--- src/rtl/recv_pc_to_ram32.sv ---
// recv_pc_to_ram32
//   Receives 8N1 UART bytes from a PC and packs every four of them
//   (little-endian, first byte in [7:0]) into a 32-bit word written to RAM.
//   One write strobe is issued per word, at consecutive addresses from
//   startAddr through endAddr. The address wraps modulo 2^WIDTHofADDR.
//   A one-cycle ok pulse closes the session.
//
// Parameters
//   CLKS_PER_BIT : clk cycles per UART bit.
//   WIDTHofADDR  : RAM address width.
//
// Ports
//   clk       in   system clock, rising edge
//   rst_n     in   asynchronous active-low reset
//   recvSig   in   one-cycle arm pulse, ignored while busy
//   startAddr in   first word address, latched on accepted recvSig
//   endAddr   in   last word address, latched on accepted recvSig
//   rs232_rx  in   UART RX line, idle high, asynchronous to clk
//   write     out  one-cycle RAM write strobe
//   addr      out  RAM address, valid while write=1
//   data      out  RAM write data, valid while write=1
//   busy      out  session in progress, from accepted recvSig until ok
//   ok        out  one-cycle pulse after the endAddr word is written
//   frameErr  out  one-cycle pulse when a stop bit is sampled low

module recv_pc_to_ram32 #(
  parameter int CLKS_PER_BIT = 868,
  parameter int WIDTHofADDR  = 16
) (
  input  logic                   clk,
  input  logic                   rst_n,
  input  logic                   recvSig,
  input  logic [WIDTHofADDR-1:0] startAddr,
  input  logic [WIDTHofADDR-1:0] endAddr,
  input  logic                   rs232_rx,
  output logic                   write,
  output logic [WIDTHofADDR-1:0] addr,
  output logic [31:0]            data,
  output logic                   busy,
  output logic                   ok,
  output logic                   frameErr
);

  localparam int CW = $clog2(CLKS_PER_BIT + 1);
  localparam logic [CW-1:0] BIT_MAX  = CW'(CLKS_PER_BIT - 1);
  localparam logic [CW-1:0] HALF_MAX = CW'(CLKS_PER_BIT / 2 - 1);

  typedef enum logic [1:0] {RX_IDLE, RX_START, RX_DATA, RX_STOP} rx_state_e;
  typedef enum logic [1:0] {W_IDLE, W_RECV, W_WRITE, W_DONE} w_state_e;

  // Bit-level receiver state
  rx_state_e       rx_state_q;
  logic            rx_meta_q;
  logic            rx_sync_q;
  logic            rx_prev_q;
  logic [CW-1:0]   rx_cnt_q;
  logic [2:0]      rx_bit_q;
  logic [7:0]      rx_shift_q;
  logic            frame_err_q;
  logic            rx_tick;
  logic            byte_vld_d;

  // Word assembler state
  w_state_e               w_state_q;
  logic [WIDTHofADDR-1:0] addr_q;
  logic [WIDTHofADDR-1:0] addr_d;
  logic [WIDTHofADDR-1:0] end_q;
  logic [31:0]            data_q;
  logic [1:0]             byte_cnt_q;
  logic                   write_q;
  logic                   busy_q;
  logic                   ok_q;

  assign rx_tick = (rx_cnt_q == BIT_MAX);

  // A good byte is recognised in the stop-bit sample cycle itself, so the
  // word FSM can raise write on the very next cycle.
  assign byte_vld_d = (rx_state_q == RX_STOP) && rx_tick && rx_sync_q;

  assign addr_d = addr_q + WIDTHofADDR'(1);

  // ---------------------------------------------------------------------
  // Synchronizer and bit FSM. Counting restarts at the start-bit midpoint,
  // so every later sample lands near the middle of its bit.
  // ---------------------------------------------------------------------
  always_ff @(posedge clk or negedge rst_n) begin
    if (!rst_n) begin
      rx_meta_q   <= 1'b1;
      rx_sync_q   <= 1'b1;
      rx_prev_q   <= 1'b1;
      rx_state_q  <= RX_IDLE;
      rx_cnt_q    <= '0;
      rx_bit_q    <= '0;
      rx_shift_q  <= '0;
      frame_err_q <= 1'b0;
    end else begin
      rx_meta_q   <= rs232_rx;
      rx_sync_q   <= rx_meta_q;
      rx_prev_q   <= rx_sync_q;
      frame_err_q <= 1'b0;
      case (rx_state_q)
        RX_IDLE: begin
          rx_cnt_q <= '0;
          if (rx_prev_q && !rx_sync_q) rx_state_q <= RX_START;
        end
        RX_START: begin
          if (rx_cnt_q == HALF_MAX) begin
            rx_cnt_q   <= '0;
            rx_bit_q   <= '0;
            // Line back high at mid start bit: treat it as a glitch.
            rx_state_q <= rx_sync_q ? RX_IDLE : RX_DATA;
          end else begin
            rx_cnt_q <= rx_cnt_q + CW'(1);
          end
        end
        RX_DATA: begin
          if (rx_tick) begin
            rx_cnt_q   <= '0;
            rx_shift_q <= {rx_sync_q, rx_shift_q[7:1]};
            rx_bit_q   <= rx_bit_q + 3'd1;
            if (rx_bit_q == 3'd7) rx_state_q <= RX_STOP;
          end else begin
            rx_cnt_q <= rx_cnt_q + CW'(1);
          end
        end
        RX_STOP: begin
          if (rx_tick) begin
            rx_cnt_q    <= '0;
            frame_err_q <= !rx_sync_q;
            rx_state_q  <= RX_IDLE;
          end else begin
            rx_cnt_q <= rx_cnt_q + CW'(1);
          end
        end
        default: rx_state_q <= RX_IDLE;
      endcase
    end
  end

  // ---------------------------------------------------------------------
  // Word FSM. Bytes arriving outside W_RECV are dropped. This includes a
  // byte that completes in the same cycle as the arming pulse.
  // ---------------------------------------------------------------------
  always_ff @(posedge clk or negedge rst_n) begin
    if (!rst_n) begin
      w_state_q  <= W_IDLE;
      addr_q     <= '0;
      end_q      <= '0;
      data_q     <= '0;
      byte_cnt_q <= '0;
      write_q    <= 1'b0;
      busy_q     <= 1'b0;
      ok_q       <= 1'b0;
    end else begin
      write_q <= 1'b0;
      ok_q    <= 1'b0;
      case (w_state_q)
        W_IDLE: begin
          if (recvSig) begin
            addr_q     <= startAddr;
            end_q      <= endAddr;
            byte_cnt_q <= '0;
            busy_q     <= 1'b1;
            w_state_q  <= W_RECV;
          end
        end
        W_RECV: begin
          if (byte_vld_d) begin
            case (byte_cnt_q)
              2'd0:    data_q[7:0]   <= rx_shift_q;
              2'd1:    data_q[15:8]  <= rx_shift_q;
              2'd2:    data_q[23:16] <= rx_shift_q;
              default: data_q[31:24] <= rx_shift_q;
            endcase
            byte_cnt_q <= byte_cnt_q + 2'd1;
            if (byte_cnt_q == 2'd3) begin
              write_q   <= 1'b1;
              w_state_q <= W_WRITE;
            end
          end
        end
        W_WRITE: begin
          if (addr_q != end_q) begin
            addr_q     <= addr_d;
            byte_cnt_q <= '0;
            w_state_q  <= W_RECV;
          end else begin
            ok_q      <= 1'b1;
            w_state_q <= W_DONE;
          end
        end
        W_DONE: begin
          busy_q    <= 1'b0;
          w_state_q <= W_IDLE;
        end
        default: w_state_q <= W_IDLE;
      endcase
    end
  end

  assign write    = write_q;
  assign addr     = addr_q;
  assign data     = data_q;
  assign busy     = busy_q;
  assign ok       = ok_q;
  assign frameErr = frame_err_q;

endmodule

--- config.mk ---
export PLATFORM = sky130hd
export DESIGN_NAME = recv_pc_to_ram32
export DESIGN_NICKNAME = d
export VERILOG_FILES = /design/src/rtl/recv_pc_to_ram32.sv
export SDC_FILE = /design/constraint.sdc
export NUM_CORES = 1
export LEC_CHECK = 0
export CAP_MARGIN = 20
export CORE_ASPECT_RATIO = 0.75
export CORE_UTILIZATION = 47
export CTS_CLUSTER_SIZE = 20
export DETAILED_ROUTE_END_ITERATION = 10
export PLACE_DENSITY = 0.86
export REMOVE_ABC_BUFFERS = 1
export SYNTH_ARGS = -nofsm -noshare
export SYNTH_HDL_FRONTEND = slang
export SYNTH_SLANG_ARGS = --single-unit
--- constraint.sdc ---
create_clock -name clk -period 2 [get_ports clk]
set_clock_uncertainty 0.05 [all_clocks]
set_input_delay 0.2 -clock clk [delete_from_list [all_inputs] [get_ports clk]]
set_output_delay 0.2 -clock clk [all_outputs]
set_load 0.01 [all_outputs]
==> out/metrics.cfg <==
[setup_path]
arrival_ns=2.18
max_stage_delay_ns=0.42
cp_cell_sequence=xnor2_1 > nand3_1 > or3_1 > o21ai_1 > buf_6 > o21ai_0
crit_slowest_cell=dfrtp_1
start_kind=flop
required_ns=2.14
critical_path.max_fanout=22
end_kind=flop
critPathKind=flop to flop

[timing]
finalSetupTns_ns=-0.189
relSlewSlack=0.623
setup_viol=7
hold_violations=0
hold_ws_ns=0.216
setup_ws_ns=-0.0396
worstMarginPinSlew_ns=0.566
slew_violations=0
rsz0062_at_grt=yes
fin_crit_ns=2.04
fmax_mhz=490
finalCritPeriodShare=1.02

[pwr]
finalPower_mw=4.22
p_comb_frac=0.102
intPower_mw=3.15
vdd_drop_max_uv=349
p_clk_frac=0.397
swShare=0.253
p_leak_nw=2.90
switchingPower_mw=1.07
power_density_mw_per_mm2=669
p_seq_frac=0.501

[place]
portBuffers=87
gp_congestion=0.919
dpl.cell_count=639
dp_slack_ns=-0.00357
dp_hpwl_um=8710
dpl_cell_area_mm2=0.00589

[global_routing]
grt_max_degree=43
grtUsageTotal=0.257
overflow=0
use_met3=0.0633
grt_pass1_vias=3895
grt_pass1_wl_um=19500
met1_usage=0.312
met2_usage=0.430
grt_antenna_before_repair=0
grt.busiest_layer=met2

[hold_path]
min-delay-path-class=primary input to flop

[flow_run]
timing.max_cap.violations=0

[cts]
worstSkewPairLatency_ns=0.35
clk_pin_slew_worst_paths_ns=0.07
clockBufferDepth=2
ctsRootBufferMaster=clkbuf_16
cts_tree=done
cts.sinks=98
cts_buffers=9
h-tree-depth=3

[floorplan]
rows=30
core_area_mm2=0.00923
io_pins=88
dieArea_mm2=0.0101
initial_core_util=0.495
chipHeight_um=87.4
die_w_um=116

[run_status]
violations=negative setup slack
outcome=complete, but fails checks

[synthesis]
synth_enable_flop_cells=0
ys_async_sr_fraction=1.00
postSynthCellCount=395
synth_seq_cells=98
syn_area_per_cell_um2=11.6
ys_warn_count=0
synth_cell_types=46
ys.flop_type=dfrtp_1
synth_seq_area_share=0.537
synth.cell_area_mm2=0.00457

[detailed_routing]
vias=3745
detail_route.iter0.violations=326
drtPass1Iterations=5
wirelength_um=12400
viasPerCell=5.70
drc=0
wl_per_cell_um=18.8
ant_nets=0

[final_layout]
seq_area_mm2=0.00246
final_core_util=0.683
drive_above_1_share=0.278
finalInstanceArea_mm2=0.00631
multi_input_area_mm2=0.00213
num-nets-final=570
finalNonFillerCells=657
nFillCells=696
final_common_cell=dfrtp_1
final_cell_mix=dfrtp_1 (93), clkdlybuf4s50_1 (86), mux2_2 (56)
area_growth_pct=37.9
antenna_cells=0

## power groups by stage
stage          registers, mW  clock network (mW)  logic [mW]
2_1_floorplan           2.16                   0       0.149
3_3_place_gp            2.14                   0       0.402
3_5_place_dp            2.15                   0       0.419
4_1_cts                 2.11                1.70       0.428
5_1_grt                 2.12                1.78       0.477
6_report                2.11                1.67       0.432
## cell families (layout without fill, tap and decap cells)
family / Yosys count / after routing / share of synthesized area
adder cells (fa/ha/maj): 10 / 10 / 0.0274
AND/OR/NAND/NOR: 113 / 113 / 0.136
XOR/XNOR: 24 / 24 / 0.0460
multiplexers: 59 / 59 / 0.145
flip-flops: 98 / 98 / 0.537
AO/OA/AOI/OAI: 68 / 68 / 0.0894
buffers and inverters: 23 / 157 / 0.0200
## final timing paths
path                       startpoint     endpoint  slack (ns)  cells after the start
max in group asynchronous       rst_n      addr[6]        0.94                      3
setup reg to reg            end_q[15]      addr[2]       -0.04                      6
hold / removal               rs232_rx    rx_meta_q        0.22                      1
min in group asynchronous       rst_n  rx_cnt_q[3]        0.35                      2
hold reg to reg             rx_meta_q    rx_sync_q        0.31                      0
setup / recovery            end_q[15]      addr[2]       -0.04                      6
## cell type report
| cell class | count | share of cell area |
|---|---|---|
| sequential | 98 | 0.390 |
| multi-input combinational | 274 | 0.338 |
| timing repair buffer | 130 | 0.194 |
| clock buffer | 9 | 0.0357 |
| tap | 128 | 0.0254 |
| clock inverter | 7 | 0.00972 |
| inverter | 11 | 0.00655 |
## worst max-delay path: cells and delay by family (launching register included)
kind,cells,cell delay (ns)
buffers and inverters,1,0.21
AOI/OAI and AO/OA,2,0.36
and+or+nand+nor,2,0.53
xor gates and xnor gates,1,0.30
DFF,1,0.42
## timing repair
action,in CTS,in global routing
setup endpoints to repair,11,59
buffers inserted,1,0
hold buffers,1,0
pin swaps,1,3
gates resized for setup,2,23
hold endpoints to repair,36,0
## sequential cells by signal, indices dropped and copies added, names as in the netlist, named ones only
signal      cells
rx_meta_q       1
rx_sync_q       1
rx_prev_q       1
ok              1
frameErr        1
rx_cnt_q       10
addr           16
w_state_q       2
busy            1
rx_shift_q      8
byte_cnt_q      2
rx_state_q      1
end_q          16
rx_bit_q        3
data           32
write           1
## Yosys cell counts (all sizes together), types with 4 or more instances
| master | count | area (um^2) |
|---|---|---|
| nand2 | 23 | 96.3 |
| o22ai | 7 | 43.8 |
| nor3b | 4 | 40.0 |
| dfrtp | 95 | 2380 |
| mux2 | 57 | 642 |
| ha | 10 | 125 |
| nor4 | 4 | 40.0 |
| xnor2 | 19 | 166 |
| clkbuf | 7 | 26.3 |
| nor3 | 11 | 55.1 |
| a2bb2oi | 5 | 43.8 |
| a21oi | 26 | 130 |
| and3 | 6 | 37.5 |
| buf | 5 | 23.8 |
| xor2 | 5 | 43.8 |
| nand3 | 14 | 70.1 |
| nand4 | 11 | 75.1 |
| inv | 11 | 41.3 |
| a22o | 4 | 35.0 |
| nor2 | 26 | 97.6 |
| o21ai | 16 | 80.1 |
## per-layer routing
| metal | routed length, um | share of wire |
|---|---|---|
| met1 | 5040 | 0.41 |
| met2 | 6280 | 0.51 |
| met3 | 683 | 0.055 |
| met4 | 350 | 0.028 |
| met5 | 0 | 0 |
Power figures use the tool's default switching activity.
